<file path="src/rtl/homo_offset_decimator.sv">
// Removes the exp(0) DC bias from the envelope stream and block-averages 2**LOG2_DEC samples.
// Optional macro SAT_EN: clamp the average into DATA_W bits instead of wrapping.
module homo_offset_decimator #(
    parameter int                DATA_W   = 32,
    parameter int                LOG2_DEC = 3,
    parameter logic [DATA_W-1:0] OFFSET   = DATA_W'(32'h0400_0000)
) (
    input  logic              aclk,
    input  logic              aresetn,
    input  logic [DATA_W-1:0] s_axis_data_tdata,
    input  logic              s_axis_data_tvalid,
    output logic              s_axis_data_tready,
    output logic [DATA_W-1:0] m_axis_data_tdata,
    output logic              m_axis_data_tvalid,
    input  logic              m_axis_data_tready
);

    localparam int D     = 1 << LOG2_DEC;
    localparam int ACC_W = DATA_W + 1 + LOG2_DEC;
    localparam int CNT_W = (LOG2_DEC > 0) ? LOG2_DEC : 1;
    localparam logic [CNT_W-1:0] LAST = CNT_W'(D - 1);

    logic                     acceptIn;
    logic                     lastPhase;
    logic                     loadResult;
    logic signed [DATA_W:0]   diff;
    logic signed [ACC_W-1:0]  accSum;
    logic signed [DATA_W:0]   result;
    logic [DATA_W-1:0]        narrowed;

    logic signed [ACC_W-1:0]  acc_q, acc_d;
    logic [CNT_W-1:0]         cnt_q, cnt_d;
    logic [DATA_W-1:0]        outData_q, outData_d;
    logic                     outValid_q, outValid_d;

    // Gated by aresetn so upstream sees no readiness while the block is held in reset.
    assign s_axis_data_tready = aresetn & (~outValid_q | m_axis_data_tready);
    assign acceptIn           = s_axis_data_tvalid & s_axis_data_tready;
    assign lastPhase          = (cnt_q == LAST);
    assign loadResult         = acceptIn & lastPhase;

    assign diff   = $signed({s_axis_data_tdata[DATA_W-1], s_axis_data_tdata})
                  - $signed({1'b0, OFFSET});
    assign accSum = acc_q + ACC_W'(diff);
    assign result = (DATA_W + 1)'(accSum >>> LOG2_DEC);

    always_comb begin
        narrowed = DATA_W'(result);
`ifdef SAT_EN
        if (result[DATA_W] != result[DATA_W-1]) begin
            narrowed = result[DATA_W] ? {1'b1, {(DATA_W-1){1'b0}}}
                                      : {1'b0, {(DATA_W-1){1'b1}}};
        end
`endif
    end

    always_comb begin
        acc_d      = acc_q;
        cnt_d      = cnt_q;
        outData_d  = outData_q;
        outValid_d = outValid_q & ~m_axis_data_tready;
        if (acceptIn) begin
            if (lastPhase) begin
                acc_d      = '0;
                cnt_d      = '0;
                outData_d  = narrowed;
                outValid_d = 1'b1;
            end else begin
                acc_d = accSum;
                cnt_d = cnt_q + 1'b1;
            end
        end
        if (!loadResult && outValid_q && !m_axis_data_tready) begin
            outData_d = outData_q;
        end
    end

    always_ff @(posedge aclk or negedge aresetn) begin
        if (!aresetn) begin
            acc_q      <= '0;
            cnt_q      <= '0;
            outData_q  <= '0;
            outValid_q <= 1'b0;
        end else begin
            acc_q      <= acc_d;
            cnt_q      <= cnt_d;
            outData_q  <= outData_d;
            outValid_q <= outValid_d;
        end
    end

    assign m_axis_data_tdata  = outData_q;
    assign m_axis_data_tvalid = outValid_q;

endmodule

</file>
<file path="config.mk">
export PLATFORM = sky130hd
export DESIGN_NAME = homo_offset_decimator
export DESIGN_NICKNAME = d
export VERILOG_FILES = /design/src/rtl/homo_offset_decimator.sv
export SDC_FILE = /design/constraint.sdc
export NUM_CORES = 1
export LEC_CHECK = 0
export BUFFER_PORTS_ARGS = -buffer_cell sky130_fd_sc_hd__buf_2
export CELL_PAD_IN_SITES_DETAIL_PLACEMENT = 1
export CELL_PAD_IN_SITES_GLOBAL_PLACEMENT = 2
export CORE_UTILIZATION = 30
export CTS_CLUSTER_DIAMETER = 150
export DETAILED_ROUTE_END_ITERATION = 10
export PLACE_DENSITY_LB_ADDON = 0.08
export SLEW_MARGIN = 20
export SYNTH_ARGS = -nofsm -noshare
export SYNTH_HDL_FRONTEND = slang
export SYNTH_SLANG_ARGS = --single-unit
</file>
<file path="constraint.sdc">
create_clock -name aclk -period 2.54 [get_ports aclk]
set_clock_uncertainty 0.2 [all_clocks]
set_input_delay 0.127 -clock aclk [delete_from_list [all_inputs] [get_ports aclk]]
set_output_delay 0.127 -clock aclk [all_outputs]
set_load 0.03 [all_outputs]
</file>
; ---- Word-level counts from Yosys, hierarchy flattened
; Index checks and enable logic that the tools add are counted.
[totals]
reg_bits = 72
latch_bits = 0
ramBits = 0
romBits = 0
input_bits = 36
output_inout_bits = 34
elab_cells = 25
memories = 0
[op_classes]
add_sub_neg = 3
multipliers = 0
n_div = 0
n_lt_le_gt_ge = 0
eq_ne = 1
n_shift = 0
muxes = 4
bitwise = 8
reduce_logical = 5
[ops]
columns = cell, n
row1 = $add A36 B33 Y36, 1
row2 = $mux W36, 1
row3 = $sub A32 B28 Y33 const B, 1
row4 = $and A1 B1 Y1, 4
row5 = $add A3 B1 Y3 const B, 1
row6 = $eq A3 B3 Y1 const B, 1
row7 = $mux W3, 1
row8 = $not A1 Y1, 3
row9 = $reduce_and A3 Y1, 1
row10 = $logic_and A1 B1 Y1, 2
row11 = $logic_not A1 Y1, 2
row12 = $mux W1, 2
row13 = $or A1 B1 Y1, 1

; ---- Depth between registers and ports, before layout
; Gate-level depths: netlist of the first run.
[logic_depth]
depth_word = 10
depth_mapped = 12

; ---- Worst setup path after synthesis of the first run
; Ideal clock, no wire load.
[synth_path]
path_type = register to register
startpoint = register acc_q[1]
endpoint = register outData_q[18] (netlist: m_axis_data_tdata[18])
setup_time_ns = 0.125
arrival_ns = 2.453
setup_slack_ns = -0.238
path_stages_with_launch = 12
path_buffers = 0
period_less_slack_ns = 2.778
path_cell_list = dfrtp_1 > ha_1 > ha_1 > inv_1 > fa_1 > nor2b_1 > o31a_1 > o21ba_1 > a21o_1 > a31o_1 > xor2_1 > mux2_2
[synth_between]
elab_chain_cells = 1
[synth_lines]
columns = item, line_no
row1 = start: declaration, 31  ; logic signed [ACC_W-1:0] acc_q, acc_d;
row2 = start signal: assignment, 80  ; acc_q <= '0;
row3 = start signal: assignment, 85  ; acc_q <= acc_d;
row4 = $add A36 B33 Y36, 44  ; assign accSum = acc_q + ACC_W'(diff);
row5 = end signal: assignment, 87  ; outData_q <= outData_d;
row6 = end: declaration, 33  ; logic [DATA_W-1:0] outData_q, outData_d;
; Every way passes these cells.
; A chain may end at the register's enable or synchronous reset.

; ---- Final worst setup path of the first run
[layout_path]
startpoint = register acc_q[1]
endpoint = register outData_q[28] (netlist: m_axis_data_tdata[28])
; Same word-level chain as after synthesis.

==> results of run 1 <==
-- synthesized netlist by cell type, types with 2 or more instances --
master and instances:
a211oi_1 4, a21o_1 9, a21oi_1 44, a221oi_1 2, a22o_1 14, a22oi_1 2, a31o_1 2, a31oi_1 4
and2_1 3, and3_1 5, buf_1 4, clkbuf_1 21, dfrtp_1 71, ha_1 69, inv_1 38, mux2_2 12
nand2_1 87, nand2b_1 4, nand3_1 8, nand4_1 14, nor2_1 27, nor3_1 11, nor4_1 3, o21a_1 8
o21ai_0 38, o21ai_1 17, o21ba_1 2, o21bai_1 3, o22ai_1 2, o31ai_1 9, or2_2 2, or3_1 2
xnor2_1 15, xor2_1 14
-- per-layer routing --
metal / share of wire / wire, um / GRT usage / vias to the layer above
li1: - / - / - / 2492
met1: 0.46 / 8710 / 0.298 / 2518
met2: 0.49 / 9170 / 0.385 / 84
met3: 0.033 / 620 / 0.0368 / 20
met4: 0.015 / 279 / 0.0626 / 0
met5: 0 / 0 / 0 / -
-- cell families after synthesis --
family | after synthesis | synth area share
compound gates | 172 | 0.213
simple gates | 171 | 0.150
flops | 71 | 0.345
fa+ha+maj | 70 | 0.171
buf+inv | 63 | 0.0459
xor+xnor | 29 | 0.0493
mux | 12 | 0.0262
-- final timing paths --
check	startpoint	end	slack, ns	depth (start not counted)
max	acc_q[1]$_DFFE_PN0P_	m_axis_data_tdata[28]$_DFFE_PN0P_	-0.45	11
min	s_axis_data_tdata[0]	acc_q[0]$_DFFE_PN0P_	0.001	4
max reg2reg	acc_q[1]$_DFFE_PN0P_	m_axis_data_tdata[28]$_DFFE_PN0P_	-0.45	11
min reg2reg	m_axis_data_tdata[4]$_DFFE_PN0P_	m_axis_data_tdata[4]$_DFFE_PN0P_	0.28	2
max in group asynchronous	aresetn	acc_q[23]$_DFFE_PN0P_	0.96	4
min in group asynchronous	aresetn	acc_q[34]$_DFFE_PN0P_	0.23	3
-- final cells by class --
class                      count  area, um^2  share of cell area
clock buffer                  13         260              0.0315
inverter                      38         143              0.0172
clock inverter                 3        17.5             0.00212
tap                          220         275              0.0333
sequential                    71        1780               0.215
timing repair buffer         214        1510               0.182
multi-input combinational    454        4290               0.519
-- registers in the layout, indices dropped and copies added (netlist names) --
| name | flops |
|---|---|
| acc_q | 35 |
| m_axis_data_tdata | 32 |
| cnt_q | 3 |
| m_axis_data_tvalid | 1 |
-- report_power, final --
| part | switching, mW | internal (mW) |
|---|---|---|
| clock network | 0.536 | 0.713 |
| registers | 0.324 | 1.62 |
| logic | 4.64 | 4.60 |
-- metrics by stage --
stage	std cells	instance area (um^2)	power, mW	utilization	TNS (ns)
global route	1013	8270	13.4	0.495	-20.10
floorplan	588	5240	5.91	-	-1.13
detailed placement	977	6710	8.99	0.402	-15.48
CTS	1007	8060	12.1	0.482	-12.71
global placement	977	6710	8.79	0.402	-12.45
finish	1013	8270	12.4	0.495	-13.86
-- cells in the final DEF, fill, tap and decap left out, types with 3 or more instances in the layout --
cell / Yosys / final
a211oi_2: 0 / 3
a21o_1: 9 / 9
a21oi_1: 44 / 25
a21oi_2: 0 / 13
a21oi_4: 0 / 6
a22o_1: 14 / 14
and3_1: 5 / 4
buf_2: 0 / 68
buf_4: 0 / 131
buf_6: 0 / 11
clkbuf_16: 0 / 9
dfrtp_1: 71 / 71
ha_1: 69 / 24
ha_4: 0 / 44
inv_1: 38 / 35
inv_2: 0 / 3
mux2_2: 12 / 3
mux2_4: 0 / 9
nand2_1: 87 / 84
nand2_2: 0 / 3
nand2b_1: 4 / 3
nand3_1: 8 / 7
nand4_1: 14 / 14
nor2_1: 27 / 23
nor3_1: 11 / 9
o21a_1: 8 / 8
o21ai_0: 38 / 22
o21ai_1: 17 / 26
o21ai_2: 0 / 6
o21bai_1: 3 / 3
o31ai_1: 9 / 6
o31ai_2: 0 / 3
xnor2_1: 15 / 5
xnor2_2: 0 / 7
xnor2_4: 0 / 3
xor2_1: 14 / 8
xor2_2: 0 / 4
-- critical path, cell delays in order (launching register included) --
cell	delay [ns]
dfrtp_1	0.39
ha_1	0.28
ha_2	0.18
inv_2	0.04
fa_2	0.35
nor2b_2	0.14
o31a_1	0.27
o2111ai_4	0.17
a211oi_2	0.33
nor2_1	0.11
xnor2_1	0.15
mux2_4	0.27
-- what timing repair did --
action | 4_1_cts | 5_1_grt
endpoints found under the hold margin | 29 | 0
gates cloned | 0 | 0
resized for setup | 144 | 32
pin swaps | 51 | 35
endpoints found under the setup margin | 56 | 57
hold buffers | 2 | 0
setup buffers | 14 | 7
==> impl_metrics.json, run 1 <==
{
  "synth_edf_count": 0,
  "path_class": "reg2reg",
  "arrival_ns": 3.03,
  "synth_ff_type": "dfrtp_1",
  "grt_util_all_layers": 0.227,
  "n_fill_cell": 1914,
  "clkSlewWorstSetupHoldPaths_ns": 0.06,
  "syn_nets": 694,
  "period_share": 1.18,
  "dr.pass1.iters": 4,
  "max_freq_mhz": 334,
  "hold_viol": 0,
  "routed_wl_um": 18800,
  "clk_latency_ns": 0.35,
  "outcome": "complete, but fails checks",
  "grt_pass1_wl_um": 31000,
  "final_antenna_net_count": 0,
  "nNetsFinal": 894,
  "antenna_found_initial": 0,
  "synthToLayoutAreaGrowth_pct": 60.5,
  "cts_tree": "done",
  "synthCells": 588,
  "grt_max_degree": 44,
  "post-route-worst-setup-slack_ns": -0.452,
  "gr-total-overflow": 0,
  "floorplan.rows": 47,
  "yosysSeqAreaShare": 0.345,
  "setup_violations": 54,
  "num_vias": 5114,
  "dieHeight_um": 133,
  "grt_pass1_vias": 5786,
  "dieArea_mm2": 0.0177,
  "htree_levels": 3,
  "yosys_warnings": 0,
  "fp.dieW_um": 133,
  "start_kind": "register",
  "slew_viol_final": 0,
  "holdWs_ns": 0.00127,
  "yosysUniqueCellTypes": 52,
  "path_max_fanout": 3,
  "clockRootBuffer": "clkbuf_16",
  "diodes": 0,
  "p_leak_nw": 3.80,
  "synth.avg_cell_area_um2": 8.76,
  "dp_hpwl_um": 14200,
  "routabilityCongestion": 0.850,
  "drv_cap": 0,
  "ys_ff_latch": 71,
  "timing.final.crit_period_ns": 2.99,
  "clkSinkCount": 71,
  "io_pins": 70,
  "cts_inserted_buffers": 9,
  "synth_top_area_share": 0.345,
  "max-slew-margin-rel": 0.609,
  "viasPerCell": 5.05,
  "async_flop_share": 1.00,
  "start_util": 0.309,
  "tightest_slew_ns": 0.587,
  "drcViolationCount": 0,
  "synthTopCellsByArea": "dfrtp_1 (34%), ha_1 (17%), nand2_1 (6.3%)",
  "portBuffers": 69,
  "core_mm2": 0.0167,
  "crit_path_end_kind": "register",
  "drt_iter0_markers": 214,
  "rsz0062_at_grt": "true",
  "powerDensity_mw_per_mm2": 1500,
  "yosys.area.top_type": "dfrtp_1",
  "min_path_type": "in2reg",
  "required_ns": 2.58,
  "failed_checks": "negative setup slack",
  "drive_gt1_frac": 0.470,
  "worst_ir_drop_vdd_mv": 0.574,
  "synth_area_mm2": 0.00515,
  "avgRoutedWirePerCell_um": 18.5,
  "pre_cts_ws_ns": -0.460,
  "cts_buffer_depth": 2
}
(Power assumes the default switching activity.)
==> run 2: changes to the inputs <==
--- a/config.mk
+++ b/config.mk
@@ -9,6 +9,7 @@
 export CELL_PAD_IN_SITES_DETAIL_PLACEMENT = 1
 export CELL_PAD_IN_SITES_GLOBAL_PLACEMENT = 2
 export CORE_UTILIZATION = 30
+export CTS_BUF_LIST = sky130_fd_sc_hd__clkbuf_8
 export CTS_CLUSTER_DIAMETER = 150
 export DETAILED_ROUTE_END_ITERATION = 10
 export PLACE_DENSITY_LB_ADDON = 0.08
==> impl_metrics.json, run 2 (same netlist as run 1, synthesis figures left out) <==
{
  "htree_levels": 3,
  "clkSinkCount": 71,
  "path_max_fanout": 4,
  "period_share": 1.16,
  "n_fill_cell": 1919,
  "final_common_cell": "buf_4",
  "avgRoutedWirePerCell_um": 18.3,
  "max_freq_mhz": 338,
  "dpl.cell_count": 977,
  "grt_pass1_vias": 5746,
  "arrival_ns": 3.07,
  "tightest_slew_ns": 0.581,
  "nNetsFinal": 894,
  "grt_util_all_layers": 0.224,
  "num_vias": 5145,
  "setup_tns_ns": -13.46,
  "required_ns": 2.66,
  "post-route-worst-setup-slack_ns": -0.414,
  "clockRootBuffer": "clkbuf_8",
  "start_util": 0.309,
  "clkSlewWorstSetupHoldPaths_ns": 0.08,
  "path_class": "reg2reg",
  "dieHeight_um": 133,
  "final_antenna_net_count": 0,
  "max-slew-margin-rel": 0.612,
  "hold_viol": 0,
  "failed_checks": "negative setup slack",
  "grt_pass1_wl_um": 30600,
  "grt_max_degree": 44,
  "largest_reg_flops": 35,
  "portBuffers": 69,
  "dieArea_mm2": 0.0177,
  "diodes": 0,
  "powerDensity_mw_per_mm2": 1480,
  "dp_hpwl_um": 14200,
  "top_register": "acc_q",
  "routabilityCongestion": 0.850,
  "slew_viol_final": 0,
  "final_cell_mix": "buf_4 (131), nand2_1 (85), dfrtp_1 (71), buf_2 (68), ha_4 (44)",
  "worst_ir_drop_vdd_mv": 0.615,
  "setup_violations": 52,
  "final_cells": 1013,
  "min_path_type": "in2reg",
  "outcome": "complete, but fails checks",
  "viasPerCell": 5.08,
  "crit_path_end_kind": "register",
  "gr-total-overflow": 0,
  "pre_cts_ws_ns": -0.460,
  "rsz0062_at_grt": "true",
  "start_kind": "register",
  "drive_gt1_frac": 0.462,
  "core_mm2": 0.0167,
  "drt_iter0_markers": 185,
  "design_area_mm2": 0.00814,
  "p_leak_nw": 3.75,
  "cts_buffer_depth": 2,
  "routed_wl_um": 18600,
  "floorplan.rows": 47,
  "drcViolationCount": 0,
  "place_area_mm2": 0.00671,
  "drv_cap": 0,
  "dr.pass1.iters": 4,
  "cts_tree": "done",
  "synthToLayoutAreaGrowth_pct": 58.0,
  "cts_inserted_buffers": 9,
  "fp.dieW_um": 133,
  "power_mw": 12.0,
  "antenna_found_initial": 0,
  "timing.final.crit_period_ns": 2.95,
  "io_pins": 70,
  "clk_latency_ns": 0.39
}
-- run 2: final cells by class --
type,count,area (um^2),area share
Sequential cell,71,1780,0.218
Timing Repair Buffer,214,1510,0.185
Clock inverter,5,25.0,0.00307
Tap cell,220,275,0.0338
Clock buffer,11,151,0.0186
Multi-Input combinational cell,454,4270,0.524
Inverter,38,143,0.0175
-- run 2: per-layer routing --
| metal | up-vias | GRT usage | share of wire |
|---|---|---|---|
| met5 | - | 0 | 0 |
| met4 | 0 | 0.0728 | 0.018 |
| met3 | 27 | 0.0379 | 0.035 |
| met2 | 85 | 0.374 | 0.48 |
| met1 | 2535 | 0.294 | 0.46 |
| li1 | 2498 | - | - |
-- run 2: what timing repair did --
action / in CTS / in global routing
gates resized for setup: 136 / 30
hold endpoints to repair: 30 / 0
endpoints found under the setup margin: 56 / 57
setup buffers: 13 / 6
pin swaps: 50 / 31
hold buffers: 3 / 0
-- run 2: critical path: stages (launching register included) --
cell     delay [ns]
dfrtp_1        0.39
ha_1           0.28
ha_2           0.18
inv_2          0.06
fa_2           0.21
nor2b_2        0.05
o31a_1         0.32
o21ba_2        0.27
buf_4          0.14
a31oi_4        0.20
a21oi_1        0.12
or3_1          0.39
nand3_1        0.07
-- run 2: worst paths after layout --
kind                                             startpoint                                end  slack (ns)  depth (start not counted)
min reg2reg                m_axis_data_tdata[4]$_DFFE_PN0P_   m_axis_data_tdata[4]$_DFFE_PN0P_        0.28                          2
max reg2reg                            acc_q[1]$_DFFE_PN0P_              acc_q[33]$_DFFE_PN0P_       -0.41                         12
min in group asynchronous                           aresetn  m_axis_data_tdata[29]$_DFFE_PN0P_        0.19                          3
max                                    acc_q[1]$_DFFE_PN0P_              acc_q[33]$_DFFE_PN0P_       -0.41                         12
max in group asynchronous                           aresetn              acc_q[18]$_DFFE_PN0P_        1.00                          4
min                                      s_axis_data_tvalid               cnt_q[1]$_DFFE_PN0P_        0.03                          4
-- run 2: stage by stage --
stage,hold WS [ns],utilization
3_5_place_dp,0.0609,0.402
4_1_cts,0.0225,0.475
5_1_grt,0.0553,0.488
6_report,0.0297,0.488
3_3_place_gp,0.0524,0.402
2_1_floorplan,-0.369,-
-- run 2: report_power, final --
group	internal (mW)	switching, mW
clock network	0.398	0.490
logic	4.60	4.60
registers	1.61	0.323
total	6.61	5.42
==> run 3: changes to the inputs <==
--- a/config.mk
+++ b/config.mk
@@ -8,10 +8,12 @@
 export BUFFER_PORTS_ARGS = -buffer_cell sky130_fd_sc_hd__buf_2
 export CELL_PAD_IN_SITES_DETAIL_PLACEMENT = 1
 export CELL_PAD_IN_SITES_GLOBAL_PLACEMENT = 2
+export CORE_MARGIN = 10
 export CORE_UTILIZATION = 30
 export CTS_BUF_LIST = sky130_fd_sc_hd__clkbuf_8
 export CTS_CLUSTER_DIAMETER = 150
 export DETAILED_ROUTE_END_ITERATION = 10
+export MAX_ROUTING_LAYER = met4
 export PLACE_DENSITY_LB_ADDON = 0.08
 export SLEW_MARGIN = 20
 export SYNTH_ARGS = -nofsm -noshare
==> impl_metrics.json, run 3 (same netlist as run 1, synthesis figures left out) <==
{
  "outcome": "complete, but fails checks",
  "failed_checks": "negative setup slack",
  "period_share": 1.18,
  "slew_viol_final": 0,
  "portBuffers": 69,
  "routabilityCongestion": 0.881,
  "synthToLayoutAreaGrowth_pct": 63.3,
  "gr-total-overflow": 0,
  "required_ns": 2.59,
  "dpl.cell_count": 971,
  "place_area_mm2": 0.00666,
  "grt_max_degree": 61,
  "dr.pass1.iters": 4,
  "seq_area_mm2": 0.00178,
  "p_leak_nw": 3.81,
  "drcViolationCount": 0,
  "diodes": 0,
  "drv_cap": 0,
  "crit_cells": 11,
  "core_mm2": 0.0167,
  "crit_buf_inv": 1,
  "num_vias": 5118,
  "max-slew-margin-rel": 0.445,
  "pre_cts_ws_ns": -0.544,
  "rsz0062_at_grt": "true",
  "timing.hold.worst_endpoint": "cnt_q[1]$_DFFE_PN0P_",
  "path_class": "reg2reg",
  "antenna_found_initial": 1,
  "r2r_cells": 11,
  "cts_tree": "done",
  "cts_buffer_depth": 2,
  "largest_reg_flops": 35,
  "dieArea_mm2": 0.0228,
  "r2r_slack_ns": -0.46,
  "viasPerCell": 5.06,
  "grt_pass1_wl_um": 30900,
  "floorplan.rows": 47,
  "clockRootBuffer": "clkbuf_8",
  "final_antenna_net_count": 0,
  "start_util": 0.309,
  "holdPathStages": 4,
  "crit_path_end_kind": "register",
  "start_kind": "register",
  "clkSinkCount": 71,
  "reg2reg_from": "acc_q[1]$_DFFE_PN0P_",
  "n_fill_cell": 1885,
  "timing.final.crit_period_ns": 3.00,
  "path_cells": "ha_1 -> ha_2 -> inv_2 -> fa_2 -> nor2b_2 -> o31a_1 -> o2111ai_4 -> a31oi_4 -> a21oi_2 -> xnor2_2 -> mux2_4",
  "final_common_cell": "buf_4",
  "design_area_mm2": 0.00841,
  "final_cells": 1012,
  "nNetsFinal": 893,
  "setup_violations": 53,
  "path_max_fanout": 3,
  "hold_start": "s_axis_data_tvalid",
  "dp_hpwl_um": 14400,
  "clkSlewWorstSetupHoldPaths_ns": 0.08,
  "post-route-worst-setup-slack_ns": -0.459,
  "final_cell_mix": "buf_4 (122), nand2_1 (83), dfrtp_1 (71), buf_2 (68), ha_4 (46)",
  "routed_wl_um": 19300,
  "top_register": "acc_q",
  "clk_latency_ns": 0.38,
  "max_freq_mhz": 333,
  "dieHeight_um": 151,
  "grt_pass1_vias": 5720,
  "crit_slowest_cell": "dfrtp_1",
  "tightest_slew_ns": 0.833,
  "min_path_type": "in2reg",
  "arrival_ns": 3.05,
  "fp.dieW_um": 151,
  "htree_levels": 3,
  "drive_gt1_frac": 0.504,
  "worst_ir_drop_vdd_mv": 0.558,
  "path_delay_family": "compound AO/OA/AOI/OAI gates",
  "cts_inserted_buffers": 9,
  "setup_tns_ns": -13.39,
  "io_pins": 70,
  "hold_viol": 0,
  "drt_iter0_markers": 192,
  "multiInputGateArea_mm2": 0.00450,
  "final_core_util": 0.504,
  "powerDensity_mw_per_mm2": 1480,
  "avgRoutedWirePerCell_um": 19.1,
  "grt_util_all_layers": 0.178,
  "max_stage_delay_ns": 0.40,
  "rr_endpoint": "m_axis_data_tdata[24]$_DFFE_PN0P_"
}
## run 3: cell types whose count changed in the layout (fill, tap and decap cells not counted), moves of 6 or more
cell	previous run	this run
buf_4	131	122
o21ai_0	22	14
a21oi_1	26	20
o21ai_1	26	33
buf_6	10	17
## run 3: area by class of cell
type / instances / share of cell area
Clock buffer: 12 / 0.0196
Inverter: 38 / 0.0170
Sequential cell: 71 / 0.211
Timing Repair Buffer: 213 / 0.182
Tap cell: 220 / 0.0327
Multi-Input combinational cell: 454 / 0.535
Clock inverter: 4 / 0.00253
## run 3: how the worst max path moves through the flow
stage	startpoint	endpoint	slack [ns]
after floorplan	acc_q[1]$_DFFE_PN0P_	m_axis_data_tdata[18]$_DFFE_PN0P_	-0.22
after global placement	acc_q[25]$_DFFE_PN0P_	acc_q[34]$_DFFE_PN0P_	-0.53
after CTS	acc_q[1]$_DFFE_PN0P_	m_axis_data_tdata[18]$_DFFE_PN0P_	-0.46
after detailed placement	acc_q[25]$_DFFE_PN0P_	acc_q[34]$_DFFE_PN0P_	-0.54
after global routing	acc_q[1]$_DFFE_PN0P_	m_axis_data_tdata[24]$_DFFE_PN0P_	-0.56
final	acc_q[1]$_DFFE_PN0P_	m_axis_data_tdata[24]$_DFFE_PN0P_	-0.46
## run 3: routing by layer
| layer | track usage | share of wire |
|---|---|---|
| met5 | - | 0 |
| met4 | 0.0481 | 0.015 |
| met3 | 0.0313 | 0.032 |
| met2 | 0.286 | 0.49 |
| met1 | 0.226 | 0.47 |
## run 3: power by group
part	total, mW	leakage (nW)	switching [mW]	internal [mW]
Clock	0.901	0.105	0.472	0.429
Combinational	9.62	2.79	4.85	4.77
Sequential	1.95	0.908	0.341	1.61
Total	12.5	3.81	5.66	6.81
## run 3: stage by stage
stage	hold slack, ns	total power, mW
2_1_floorplan	-0.369	5.91
3_3_place_gp	-0.191	8.79
3_5_place_dp	-0.191	8.95
4_1_cts	0.00450	12.0
5_1_grt	0.0287	13.4
6_report	0.0252	12.5
## run 3: timing repair
| action | in CTS | in global routing |
|---|---|---|
| pin swaps | 76 | 42 |
| hold endpoints to repair | 66 | 0 |
| setup endpoints to repair | 55 | 57 |
| hold buffers | 4 | 0 |
| resized for setup | 179 | 50 |
| setup buffers | 20 | 10 |
## run 3: worst min-delay path, cell delays in order
cell     delay, ns
buf_2         0.10
and3_1        0.21
nand2_1       0.08
nand2_1       0.04
